**src/rtl/debug_dump_unit.sv**
```systemverilog
// debug_dump_unit: live cycle/stall/flush counters beside the CPU, plus a
// request-triggered snapshot dump (counters, PC, GPRs, low data memory)
// streamed out one 32-bit word at a time.
//
// Stream handshake: dump_valid_o rises when a word is ready and then holds,
// together with dump_data_o and dump_last_o, until the cycle where
// dump_ready_i is also 1. That cycle transfers the word. valid never
// depends on ready.
module debug_dump_unit #(
  parameter int NUM_REGS      = 32,
  parameter int NUM_MEM_WORDS = 8,
  parameter int CNT_W         = 32
) (
  input  logic             clk_i,
  input  logic             rst_n_i,
  input  logic             stall_i,
  input  logic             flush_i,
  input  logic [31:0]      pc_i,
  input  logic             dump_req_i,
  output logic [4:0]       reg_addr_o,
  input  logic [31:0]      reg_data_i,
  output logic [31:0]      mem_addr_o,
  input  logic [7:0]       mem_byte_i,
  output logic             dump_valid_o,
  output logic [31:0]      dump_data_o,
  output logic             dump_last_o,
  input  logic             dump_ready_i,
  output logic             busy_o,
  output logic [CNT_W-1:0] cycle_cnt_o,
  output logic [CNT_W-1:0] stall_cnt_o,
  output logic [CNT_W-1:0] flush_cnt_o
);

  // Item map: 0..3 header (cycle, stall, flush, pc), then registers, then memory words.
  localparam int REG_BASE = 4;
  localparam int MEM_BASE = REG_BASE + NUM_REGS;
  localparam int LAST     = MEM_BASE + NUM_MEM_WORDS - 1;
  localparam int ITEM_W   = $clog2(LAST + 2);

  typedef enum logic [1:0] {IDLE, FETCH, SEND} state_t;

  // Current FSM state is kept as a plain named signal so checkers can bind to it.
  state_t             state;
  state_t             next_state;
  logic [ITEM_W-1:0]  item;
  logic [1:0]         byte_idx;
  logic [CNT_W-1:0]   snap_cycle;
  logic [CNT_W-1:0]   snap_stall;
  logic [CNT_W-1:0]   snap_flush;
  logic [31:0]        snap_pc;
  logic [31:0]        hdr_word;
  logic [ITEM_W-1:0]  mem_word_idx;
  logic               is_hdr;
  logic               is_reg;
  logic               is_mem;

  assign is_hdr       = item < ITEM_W'(REG_BASE);
  assign is_reg       = !is_hdr && (item < ITEM_W'(MEM_BASE));
  assign is_mem       = !is_hdr && !is_reg;
  assign mem_word_idx = item - ITEM_W'(MEM_BASE);

  // State register; reset aborts any dump in progress.
  always_ff @(posedge clk_i or negedge rst_n_i) begin
    if (!rst_n_i) state <= IDLE;
    else          state <= next_state;
  end

  // Next-state logic: header/register items fetch in one cycle, memory items in four.
  always_comb begin
    next_state = state;
    case (state)
      IDLE:    if (dump_req_i) next_state = FETCH;
      FETCH:   if (!is_mem || byte_idx == 2'd3) next_state = SEND;
      SEND:    if (dump_ready_i) next_state = (item == ITEM_W'(LAST)) ? IDLE : FETCH;
      default: next_state = IDLE;
    endcase
  end

  // Header word selected from the request-time snapshot.
  always_comb begin
    hdr_word = snap_pc;
    case (item[1:0])
      2'd0:    hdr_word = 32'(snap_cycle);
      2'd1:    hdr_word = 32'(snap_stall);
      2'd2:    hdr_word = 32'(snap_flush);
      default: hdr_word = snap_pc;
    endcase
  end

  // Counters, snapshot capture, item sequencing and word assembly.
  always_ff @(posedge clk_i or negedge rst_n_i) begin
    if (!rst_n_i) begin
      cycle_cnt_o <= '0;
      stall_cnt_o <= '0;
      flush_cnt_o <= '0;
      snap_cycle  <= '0;
      snap_stall  <= '0;
      snap_flush  <= '0;
      snap_pc     <= '0;
      item        <= '0;
      byte_idx    <= '0;
      dump_data_o <= '0;
    end else begin
      cycle_cnt_o <= cycle_cnt_o + 1'b1;
      // A flush outranks a simultaneous stall.
      if (flush_i)      flush_cnt_o <= flush_cnt_o + 1'b1;
      else if (stall_i) stall_cnt_o <= stall_cnt_o + 1'b1;
      case (state)
        IDLE: begin
          if (dump_req_i) begin
            snap_cycle <= cycle_cnt_o;
            snap_stall <= stall_cnt_o;
            snap_flush <= flush_cnt_o;
            snap_pc    <= pc_i;
            item       <= '0;
            byte_idx   <= '0;
          end
        end
        FETCH: begin
          if (is_hdr)      dump_data_o <= hdr_word;
          else if (is_reg) dump_data_o <= reg_data_i;
          else begin
            // Little-endian: byte 0 lands in bits 7:0; byte_idx wraps back to 0.
            dump_data_o[{byte_idx, 3'b000} +: 8] <= mem_byte_i;
            byte_idx <= byte_idx + 2'd1;
          end
        end
        SEND: begin
          if (dump_ready_i) item <= item + ITEM_W'(1);
        end
        default: ;
      endcase
    end
  end

  // Handshake and debug read-port drive; read addresses are zero outside FETCH.
  always_comb begin
    busy_o       = (state != IDLE);
    dump_valid_o = (state == SEND);
    dump_last_o  = (state == SEND) && (item == ITEM_W'(LAST));
    reg_addr_o   = '0;
    mem_addr_o   = '0;
    if (state == FETCH && is_reg) reg_addr_o = 5'(item - ITEM_W'(REG_BASE));
    if (state == FETCH && is_mem) mem_addr_o = 32'(mem_word_idx) * 32'd4 + 32'(byte_idx);
  end

endmodule

```
**config.mk**
```make
export PLATFORM = sky130hd
export DESIGN_NAME = debug_dump_unit
export DESIGN_NICKNAME = d
export VERILOG_FILES = /design/src/rtl/debug_dump_unit.sv
export SDC_FILE = /design/constraint.sdc
export NUM_CORES = 1
export LEC_CHECK = 0
export BUFFER_PORTS_ARGS = -buffer_cell sky130_fd_sc_hd__buf_2
export CORE_UTILIZATION = 30
export DETAILED_ROUTE_END_ITERATION = 8
export PLACE_DENSITY = 0.49
export SETUP_SLACK_MARGIN = 0.1
export SLEW_MARGIN = 20
export SYNTH_ARGS = -nofsm -noshare
export SYNTH_HDL_FRONTEND = slang
export SYNTH_SLANG_ARGS = --single-unit
```
**constraint.sdc**
```tcl
create_clock -name clk_i -period 5.25 [get_ports clk_i]
set_clock_uncertainty 0.2 [all_clocks]
set_input_delay 1.05 -clock clk_i [delete_from_list [all_inputs] [get_ports clk_i]]
set_output_delay 1.05 -clock clk_i [all_outputs]
set_load 0.02 [all_outputs]
```
### Word level (Yosys, flattened, before mapping)

Cells that the tools add are included.

* output and inout port bits: 168
* word-level logic and storage cells: 73
* register bits after elaboration: 266
* bits of input ports: 78

* bitwise gates (word level): 1
* shift-type cells: 2
* muxes and demuxes: 18
* $lt $le $gt $ge: 2
* add/subtract/negate cells: 9
* reduce and logical (&&, ||, !) cells: 19
* equality and inequality tests: 11

Operators by type and width (count)
* $add 32x1->32 const B: 3
* $mux 32: 3
* $pmux 32 s3: 1
* $bwmux 32: 1
* $shift 8x7->32 const A: 1
* $shiftx 8x7->32: 1
* $mux 2: 6
* $mux 6: 2
* $pmux 6 s2: 1
* $add 8x2->9: 1
* $ne 2x2->1 const B: 4
* $neg 5->7: 1
* $add 6x1->6 const B: 1
* $eq 2x2->1 const B: 3
* $eq 6x6->1 const B: 1
* $lt 6x3->1 const B: 1
* $lt 6x6->1 const B: 1
* $pmux 2 s3: 1
* $reduce_and 3->1: 2
* $reduce_bool 2->1: 3
* $sub 6x6->6 const B: 1
* $logic_and 1x1->1: 5
* $mux 5: 1
* $sub 5x3->5 const B: 1
* other kinds (11): 16

### Longest topological paths before layout

Gate-level depths: netlist of the first run.

* word-level depth: 9
* depth in mapped cells: 9

### Worst setup path before layout of the first run

No wires, ideal clock.

* path kind: reg-to-output
* start point: reg item[2]
* end point: out reg_addr_o[4]
* required time: 4.000 ns
* slack: 1.975 ns
* cell stages (with the launch flop): 8
* arrival time: 2.025 ns
* path through: dfrtp_1 inv_1 ha_1 nand2b_1 xor2_1 clkbuf_1 nand2_1 a21oi_1

* longest elaborated chain between the ends: 5

RTL lines
* start, declared: line 45 `logic [ITEM_W-1:0] item;`
* start signal, assigned: line 129 `if (dump_ready_i) item <= item + ITEM_W'(1);`
* $lt 6x3->1: line 57 `assign is_hdr = item < ITEM_W'(REG_BASE);`
* $logic_not 1->1: line 58 `assign is_reg = !is_hdr && (item < ITEM_W'(MEM_BASE));`
* $logic_and 1x1->1: line 58
* $logic_and 1x1->1: line 143 `if (state == FETCH && is_reg) reg_addr_o = 5'(item - ITEM_W'(REG_BASE));`
* $mux 5 *: line 143
* end, declared: line 20 `output logic [4:0] reg_addr_o,`

Mark *: on every way between the ends. The rest lies on a longest branch, timed or not.

### Worst setup path in the final report of the first run

* start point: reg item[0]
* end point: out dump_last_o

* longest elaborated chain between the ends: 2

RTL lines
* $eq 6x6->1: line 140 `dump_last_o = (state == SEND) && (item == ITEM_W'(LAST));`
* $logic_and 1x1->1: line 140
* end, declared: line 26 `output logic dump_last_o,`

Every way passes these cells.

==> results of run 1 <==
synth_stat cells, drive strengths merged, types with 4 or more instances:
master and n:
and4 6, or4 4, nand4 18, o21ai 34
nand2 59, buf 33, a32oi 6, nand3 42
a21oi 34, xor2 31, and3 14, a22oi 36
nor2 65, nor2b 15, clkbuf 40, ha 16
inv 25, and2 6, a221oi 14, a21o 4
xnor2 66, a31oi 5, a222oi 19, mux2 122
nor4 9, nor3 11, a211oi 13, dfrtp 266
or2 6, mux2i 9, nand2b 7
flip-flops by register name (all words and copies together) (netlist names), 32 cells and up:
name,count
cycle_cnt_o,32
dump_data_o,32
flush_cnt_o,32
snap_cycle,32
snap_flush,32
snap_pc,32
snap_stall,32
stall_cnt_o,32
stage by stage:
| step | power (mW) | util (%) | hold slack [ns] | setup WS [ns] |
|---|---|---|---|---|
| after floorplan | 3.85 | - | 0.272 | 1.97 |
| after global routing | 7.03 | 37.3 | 0.172 | 0.913 |
| final | 6.68 | 37.3 | 0.155 | 1.12 |
| after global placement | 4.53 | 34.6 | 0.267 | 1.79 |
| after detailed placement | 4.55 | 34.6 | 0.277 | 1.70 |
| after CTS | 6.75 | 37.2 | 0.292 | 1.11 |
area by class of cell:
type,count,area (µm²)
fillers,4008,25100
flip-flops and latches,266,6660
multi-input cells,707,5240
repair buffers,230,1230
clock buffers,44,915
well taps,525,657
clock inverters,10,119
inverters,25,93.8
diodes,2,5.00
power by group through the flow:
stage / clock network, mW / logic, mW / registers (mW)
after floorplan: 0 / 1.02 / 2.82
after detailed placement: 0 / 1.80 / 2.75
final: 2.18 / 1.79 / 2.71
after global placement: 0 / 1.79 / 2.74
after CTS: 2.23 / 1.81 / 2.71
after global routing: 2.32 / 1.94 / 2.76
worst paths after layout:
kind	from	end	cells past startpoint
min reg2reg	dump_data_o[29]	dump_data_o[29]	2
max	item[0]	dump_last_o	5
min	rst_n_i	cycle_cnt_o[28]	1
max reg2reg	item[2]	dump_data_o[20]	7
max in group asynchronous	rst_n_i	snap_flush[14]	3
min in group clk_i	dump_data_o[29]	dump_data_o[29]	2
kinds of logic after synthesis:
family / Yosys count / share of synthesized area (%)
AND/OR/NAND/NOR: 268 / 11.7
flip-flops: 266 / 54.3
AO/OA/AOI/OAI: 171 / 9.68
multiplexers: 131 / 11.9
buffers and inverters: 98 / 3.82
XOR/XNOR: 97 / 6.93
adder cells (fa/ha/maj): 16 / 1.63
other: 1 / 0.0306
layer usage:
layer,global-route usage (%),part of all wire [%],routed length (µm)
met5,0,0,0
met4,5.06,2.6,1000
met1,27.8,48,18400
met3,3.27,5.4,2100
met2,27.7,44,17300
==> impl_results.md, run 1 <==
* Outcome: complete, no violations
* Total track usage at 18.7%
* Sw frac at 34.6%
* Worst-Margin Slew at 0.968 ns
* Register area share after synthesis at 54.3%
* Largest net degree at the start of global routing at 140
* Row count at 73
* Grt ovf at 0
* Clk buf depth at 3
* Max Cap Violations at 0
* Crit Path Category: reg2out
* Power density cells at 448 nW/µm²
* Synth cell types at 49
* Yosys warns at 0
* Largest cells by area after synthesis: dfrtp_1, mux2_2, xnor2_1, xor2_1, a22oi_1
* Placer Congestion at 0.849
* Port Buffers at 221
* Pint at 4.37 mW
* Cell chain of the critical path: ha_1 > buf_4 > inv_1 > nor4_1 > buf_2
* Synth async-reset ratio at 100%
* Fin cells at 1809
* CTS clock-pin slew for the worst setup and hold paths at 0.06 ns
* Die extent in y at 204 µm
* Post-synth EDFFs at 0
* Hold Buf Count CTS at 0
* Fin. Hold Viols at 0
* Leak at 7.13 nW
* Leading area contributor after synthesis: dfrtp_1
* Num Clock Sinks at 266
* Dpl cells at 1752
* DIE AREA at 41700 µm²
* Setup repair bufs after CTS at 0
* Post-DP HPWL at 28.5 mm
* Synthesized area per cell at 11.7 µm²
* Seq pwr share at 40.5%
* Worst Path Arrival at 2.88 ns
* Mapped cell area at 12300 µm²
* Vias per cell at 4.92
* Clock share of power at 32.6%
* Slowest stage delay, CP at 0.60 ns
* DR vias at 8899
* WL per Instance at 21.4 µm
* Worst hold path class: in2async
* Placeable core area at 40000 µm²
* Yosys top cell area share at 54.3%
* Final setup violation count at 0
* Remaining DRCs at 0
* Area delta synth->final at 21.6%
* Setup crit end kind: output pin
* Required @ worst endpoint at 4.00 ns
* CP delay by family, top: buffers and inverters
* Leading cell types in the layout, fill and taps excluded: dfrtp_1, buf_2, mux2_2, xnor2_1, nor2_1
* Crit path max fanout at 38
* Post-route ant nets at 0
* Peak Freq at 242 MHz
* Maximum vdd drop at 0.249 mV
* Final Cycle Share at 78.7%
* IO Pins at 246
* Post-synthesis cell count at 1048
* Vias in the first global route at 8794
* Max-slew violations at 0
* First-pass iteration count of the detailed router at 7
* Setup TNS at 0 ns
* Initial DRC Count at 742
* Psw at 2.31 mW
* RSZ-0062 raised after global routing: no
* CTS-repair resized insts at 0
* Die width at 204 µm
* WL final at 38.8 mm
* Yosys reg bits at 266
* First-pass GRT wire length at 58.4 mm
* R2r setup slk at 2.15 ns
* Layout Nets at 1355
* Initial core utilization at 30.7%
* Ys flop type: dfrtp_1
* Slowest cell on crit path: nor4_1
* Worst-Skew Late Latency at 0.59 ns
* Leading cell type in the layout, fill and taps excluded: dfrtp_1
* Crit path buffers/inverters at 3
* Logic pwr share at 26.8%
* TritonCTS clock tree: yes
* Placed cell area at 13800 µm²
* H-tree depth at 1
* Startpoint types: flop
* Root Driver: clkbuf_16
* Layout cells sized above 1 at 33.2%
* Design area at 14900 µm²
* Initial antenna violation count at 2
* Post-layout minimum cycle time at 4.13 ns
* Num CTS Buffers at 31
* Rel. slew slack at 34.9%
No activity file was read; power rests on OpenSTA's default activity.
==> inputs of run 2 (changes only) <==
==> constraint.sdc (replaced) <==
create_clock -name clk_i -period 3.9 [get_ports clk_i]
set_clock_uncertainty 0.2 [all_clocks]
set_input_delay 0.78 -clock clk_i [delete_from_list [all_inputs] [get_ports clk_i]]
set_output_delay 0.78 -clock clk_i [all_outputs]
set_load 0.02 [all_outputs]
==> impl_results.md, run 2 (synthesis results as in run 1) <==
* Leading cell type in the layout, fill and taps excluded: dfrtp_1
* Worst Path Arrival at 2.57 ns
* Die extent in y at 204 µm
* DR vias at 9004
* Port Buffers at 221
* Post-layout minimum cycle time at 3.55 ns
* H-tree depth at 1
* Crit path buffers/inverters at 2
* Required @ worst endpoint at 2.92 ns
* Slowest cell on crit path: dfrtp_1
* Post-route ant nets at 0
* WL final at 40.0 mm
* Seq pwr share at 41.2%
* Final setup violation count at 0
* Cell chain of the critical path: inv_1 > ha_1 > nand2b_1 > and2_1 > nand2_1 > nor4_1 > buf_2
* Placed cell area at 13900 µm²
* Clk buf depth at 3
* Area delta synth->final at 21.6%
* Crit Path Category: reg2out
* Vias per cell at 4.96
* FILL cells at 4002
* Largest net degree at the start of global routing at 144
* Clock share of power at 31.5%
* Leak at 7.14 nW
* IO Pins at 246
* Sw frac at 34.9%
* Max Cap Violations at 0
* Design area at 14900 µm²
* Power density cells at 602 nW/µm²
* Setup crit end kind: output pin
* Maximum vdd drop at 0.424 mV
* Initial antenna violation count at 2
* Worst-Skew Late Latency at 0.57 ns
* Psw at 3.13 mW
* RSZ-0062 raised after global routing: no
* Layout cells sized above 1 at 33.4%
* WL per Instance at 22.0 µm
* Layout Nets at 1361
* Placeable core area at 40000 µm²
* Peak Freq at 282 MHz
* Reg2reg end: dump_data_o[17]
* Crit path max fanout at 8
* Setup TNS at 0 ns
* Hold Buf Count CTS at 0
* Vias in the first global route at 8958
* Root Driver: clkbuf_16
* Final hold slack at 0.0639 ns
* Total track usage at 19.3%
* R2R depth at 7
* CTS-repair resized insts at 0
* Final Cycle Share at 91.0%
* Worst-Margin Slew at 1.11 ns
* Num CTS Buffers at 30
* Setup repair bufs after CTS at 0
* R2R Path Start: item[2]
* Fin. Hold Viols at 0
* Worst hold path class: in2async
* CP delay by family, top: simple AND/OR/NAND/NOR gates
* Num Clock Sinks at 266
* Pint at 5.84 mW
* Leading cell types in the layout, fill and taps excluded: dfrtp_1, buf_2, mux2_2, xnor2_1, nor2_1
* Max-slew violations at 0
* Initial core utilization at 30.7%
* First-pass iteration count of the detailed router at 5
* Remaining DRCs at 0
* R2r setup slk at 0.77 ns
* Row count at 73
* Initial DRC Count at 671
* Rel. slew slack at 26.0%
* First-pass GRT wire length at 59.8 mm
* Grt ovf at 0
* Logic pwr share at 27.4%
* Slowest stage delay, CP at 0.44 ns
* TritonCTS clock tree: yes
* Die width at 204 µm
* Post-DP HPWL at 29.2 mm
* CTS clock-pin slew for the worst setup and hold paths at 0.06 ns
* Startpoint types: flop
* Placer Congestion at 0.850
* Outcome: complete, no violations
* DIE AREA at 41700 µm²
-- run 2: worst reg2reg max path, delay by kind of cell, from the launching register on --
family / cells / cell delay [ns]
compound gates: 2 / 0.44
fa+ha+maj: 1 / 0.22
buf+inv: 1 / 0.12
flops: 1 / 0.44
simple gates: 3 / 1.64
-- run 2: power by group through the flow --
stage	registers, mW	logic (mW)	clock network [mW]
after floorplan	3.80	1.38	0
after global placement	3.74	2.44	0
after detailed placement	3.74	2.46	0
after CTS	3.70	2.47	2.90
after global routing	3.76	2.67	3.01
final	3.70	2.45	2.82
-- run 2: worst max path at each step --
stage                     slack, ns  startpoint  cells past startpoint               to
after CTS                      0.34     item[2]                      7    mem_addr_o[7]
after detailed placement       0.91     item[2]                      7  dump_data_o[17]
final                          0.35     item[2]                      7    mem_addr_o[7]
after global placement         0.97     item[2]                      7  dump_data_o[30]
after global routing           0.14     item[2]                      7    mem_addr_o[7]
after floorplan                0.89     item[2]                      7    reg_addr_o[4]
-- run 2: cell type report --
type	count	area [µm²]	share of cell area, %
Inverter	25	93.8	0.629
Clock inverter	4	23.8	0.159
Antenna cell	2	5.00	0.0336
Timing Repair Buffer	237	1270	8.54
Multi-Input combinational cell	707	5240	35.1
Tap cell	525	657	4.40
Clock buffer	49	963	6.46
Sequential cell	266	6660	44.6
-- run 2: layer usage --
metal	GRT usage, %	wire length [µm]	part of all wire (%)
met1	29.0	19400	49
met2	28.5	17500	44
met3	3.17	2070	5.2
met4	4.64	939	2.4
met5	0	0	0
-- run 2: per-stage QoR --
stage               power (mW)  worst slack, ns  util [%]  cells
floorplan                 5.18            0.895         -   1071
global placement          6.18            0.970      34.8   1760
detailed placement        6.20            0.906      34.8   1760
CTS                       9.06            0.337      37.3   1813
global route              9.44            0.136      37.3   1815
finish                    8.97            0.353      37.3   1815
==> inputs of run 3 (changes only) <==
--- a/config.mk
+++ b/config.mk
@@ -9,7 +9,8 @@
 export CORE_UTILIZATION = 30
 export DETAILED_ROUTE_END_ITERATION = 8
 export PLACE_DENSITY = 0.49
-export SETUP_SLACK_MARGIN = 0.1
+export REMOVE_ABC_BUFFERS = 1
+export SETUP_SLACK_MARGIN = 0.15
 export SLEW_MARGIN = 20
 export SYNTH_ARGS = -nofsm -noshare
 export SYNTH_HDL_FRONTEND = slang
==> impl_results.md, run 3 (synthesis results as in run 1) <==
* Startpoint types: flop
* Remaining DRCs at 0
* Clk buf depth at 3
* Initial core utilization at 30.7%
* Pre-CTS setup slack at 0.879 ns
* Design area at 15000 µm²
* IO Pins at 246
* Leading cell type in the layout, fill and taps excluded: dfrtp_1
* Placed cell area at 14000 µm²
* Crit Path Category: reg2out
* Num CTS Buffers at 31
* Max-slew violations at 0
* Sw frac at 34.2%
* Area delta synth->final at 22.2%
* Worst hold path class: in2async
* First-pass iteration count of the detailed router at 6
* Seq pwr share at 40.6%
* Logic pwr share at 27.0%
* Total track usage at 18.7%
* Num Clock Sinks at 266
* PnR Total Power at 8.99 mW
* Power density cells at 600 nW/µm²
* Initial DRC Count at 638
* Placer Congestion at 0.833
* TritonCTS clock tree: yes
* Leading cell types in the layout, fill and taps excluded: dfrtp_1, buf_2, mux2_2, xnor2_1, nor2_1
* Crit path max fanout at 8
* Post-DP HPWL at 28.7 mm
* Fin util at 37.5%
* Outcome: complete, no violations
* Initial antenna violation count at 3
* Maximum vdd drop at 0.296 mV
* Layout cells sized above 1 at 33.5%
* Die width at 204 µm
* Register area at 6660 µm²
* Placeable core area at 40000 µm²
* Fin. Hold Viols at 0
* CTS clock-pin slew for the worst setup and hold paths at 0.06 ns
* Psw at 3.08 mW
* Largest net degree at the start of global routing at 96
* Worst-Skew Late Latency at 0.58 ns
* First-pass GRT wire length at 58.1 mm
* Setup crit end kind: output pin
* WL per Instance at 21.4 µm
* Leak at 7.17 nW
* Worst-Margin Slew at 1.02 ns
* DR vias at 9039
* H-tree depth at 1
* Setup ws final at 0.354 ns
* Post-route ant nets at 0
* Rel. slew slack at 31.3%
* Vias per cell at 4.96
* Final hold slack at 0.0113 ns
* Final setup violation count at 0
* Pint at 5.91 mW
* FILL cells at 4006
* Clock share of power at 32.4%
* Port Buffers at 221
* Grt ovf at 0
* Worst Path Arrival at 2.57 ns
* Root Driver: clkbuf_16
* Peak Freq at 282 MHz
* Row count at 73
* Multi-input gate area at 5240 µm²
* Vias in the first global route at 8917
* Hold Buf Count CTS at 0
* WL final at 38.9 mm
* Die extent in y at 204 µm
* Max Cap Violations at 0
* Layout Nets at 1367
* DIE AREA at 41700 µm²
* Post-layout minimum cycle time at 3.55 ns
* Required @ worst endpoint at 2.92 ns
* Final Cycle Share at 90.9%
* RSZ-0062 raised after global routing: no
-- run 3: power by group through the flow --
stage                     clock network, mW  logic (mW)  registers, mW
after floorplan                           0        1.39           3.80
after global placement                    0        2.42           3.69
after detailed placement                  0        2.44           3.69
after CTS                              2.99        2.46           3.65
after global routing                   3.11        2.66           3.72
final                                  2.91        2.43           3.65
-- run 3: critical path: stages, from the launching register on --
cell and delay (ns):
dfrtp_1 0.44, inv_1 0.12, ha_1 0.22, nand2b_1 0.24, and2_1 0.29, nand2_1 0.22, nor4_1 0.24, buf_2 0.21
-- run 3: final timing paths --
kind                       slack (ns)  depth (start not counted)            start               to
setup / recovery                 0.35                          7          item[2]    mem_addr_o[7]
hold / removal                   0.01                          1          rst_n_i  cycle_cnt_o[27]
setup reg to reg                 0.90                          7          item[2]   dump_data_o[1]
hold reg to reg                  0.28                          2  dump_data_o[13]  dump_data_o[13]
max in group asynchronous        2.57                          2          rst_n_i   cycle_cnt_o[0]
min in group clk_i               0.23                          3         pc_i[10]      snap_pc[10]
-- run 3: per-layer routing --
layer  track usage, %  vias up  wire, µm
li1                 -     4180         -
met1             25.4     4563     17200
met2             29.7      234     18500
met3             3.81       62      2140
met4             5.57        0      1020
met5                0        -         0
-- run 3: through the flow --
step | setup TNS (ns) | instances
2_1_floorplan | -1063.65 | 998
3_3_place_gp | 0 | 1765
3_5_place_dp | 0 | 1765
4_1_cts | 0 | 1818
5_1_grt | 0 | 1821
6_report | 0 | 1821
-- run 3: repair_timing --
action / CTS / global route
endpoints found under the setup margin: 0 / 1
gates resized for setup: 0 / 1
setup buffers: 0 / 0
-- run 3: layout make-up --
class                      instances  area share (%)
antenna                            3          0.0501
clock buffer                      42            5.79
sequential                       266            44.4
timing repair buffer             242            8.86
tap                              525            4.38
multi-input combinational        707            35.0
inverter                          25           0.626
clock inverter                    11           0.927
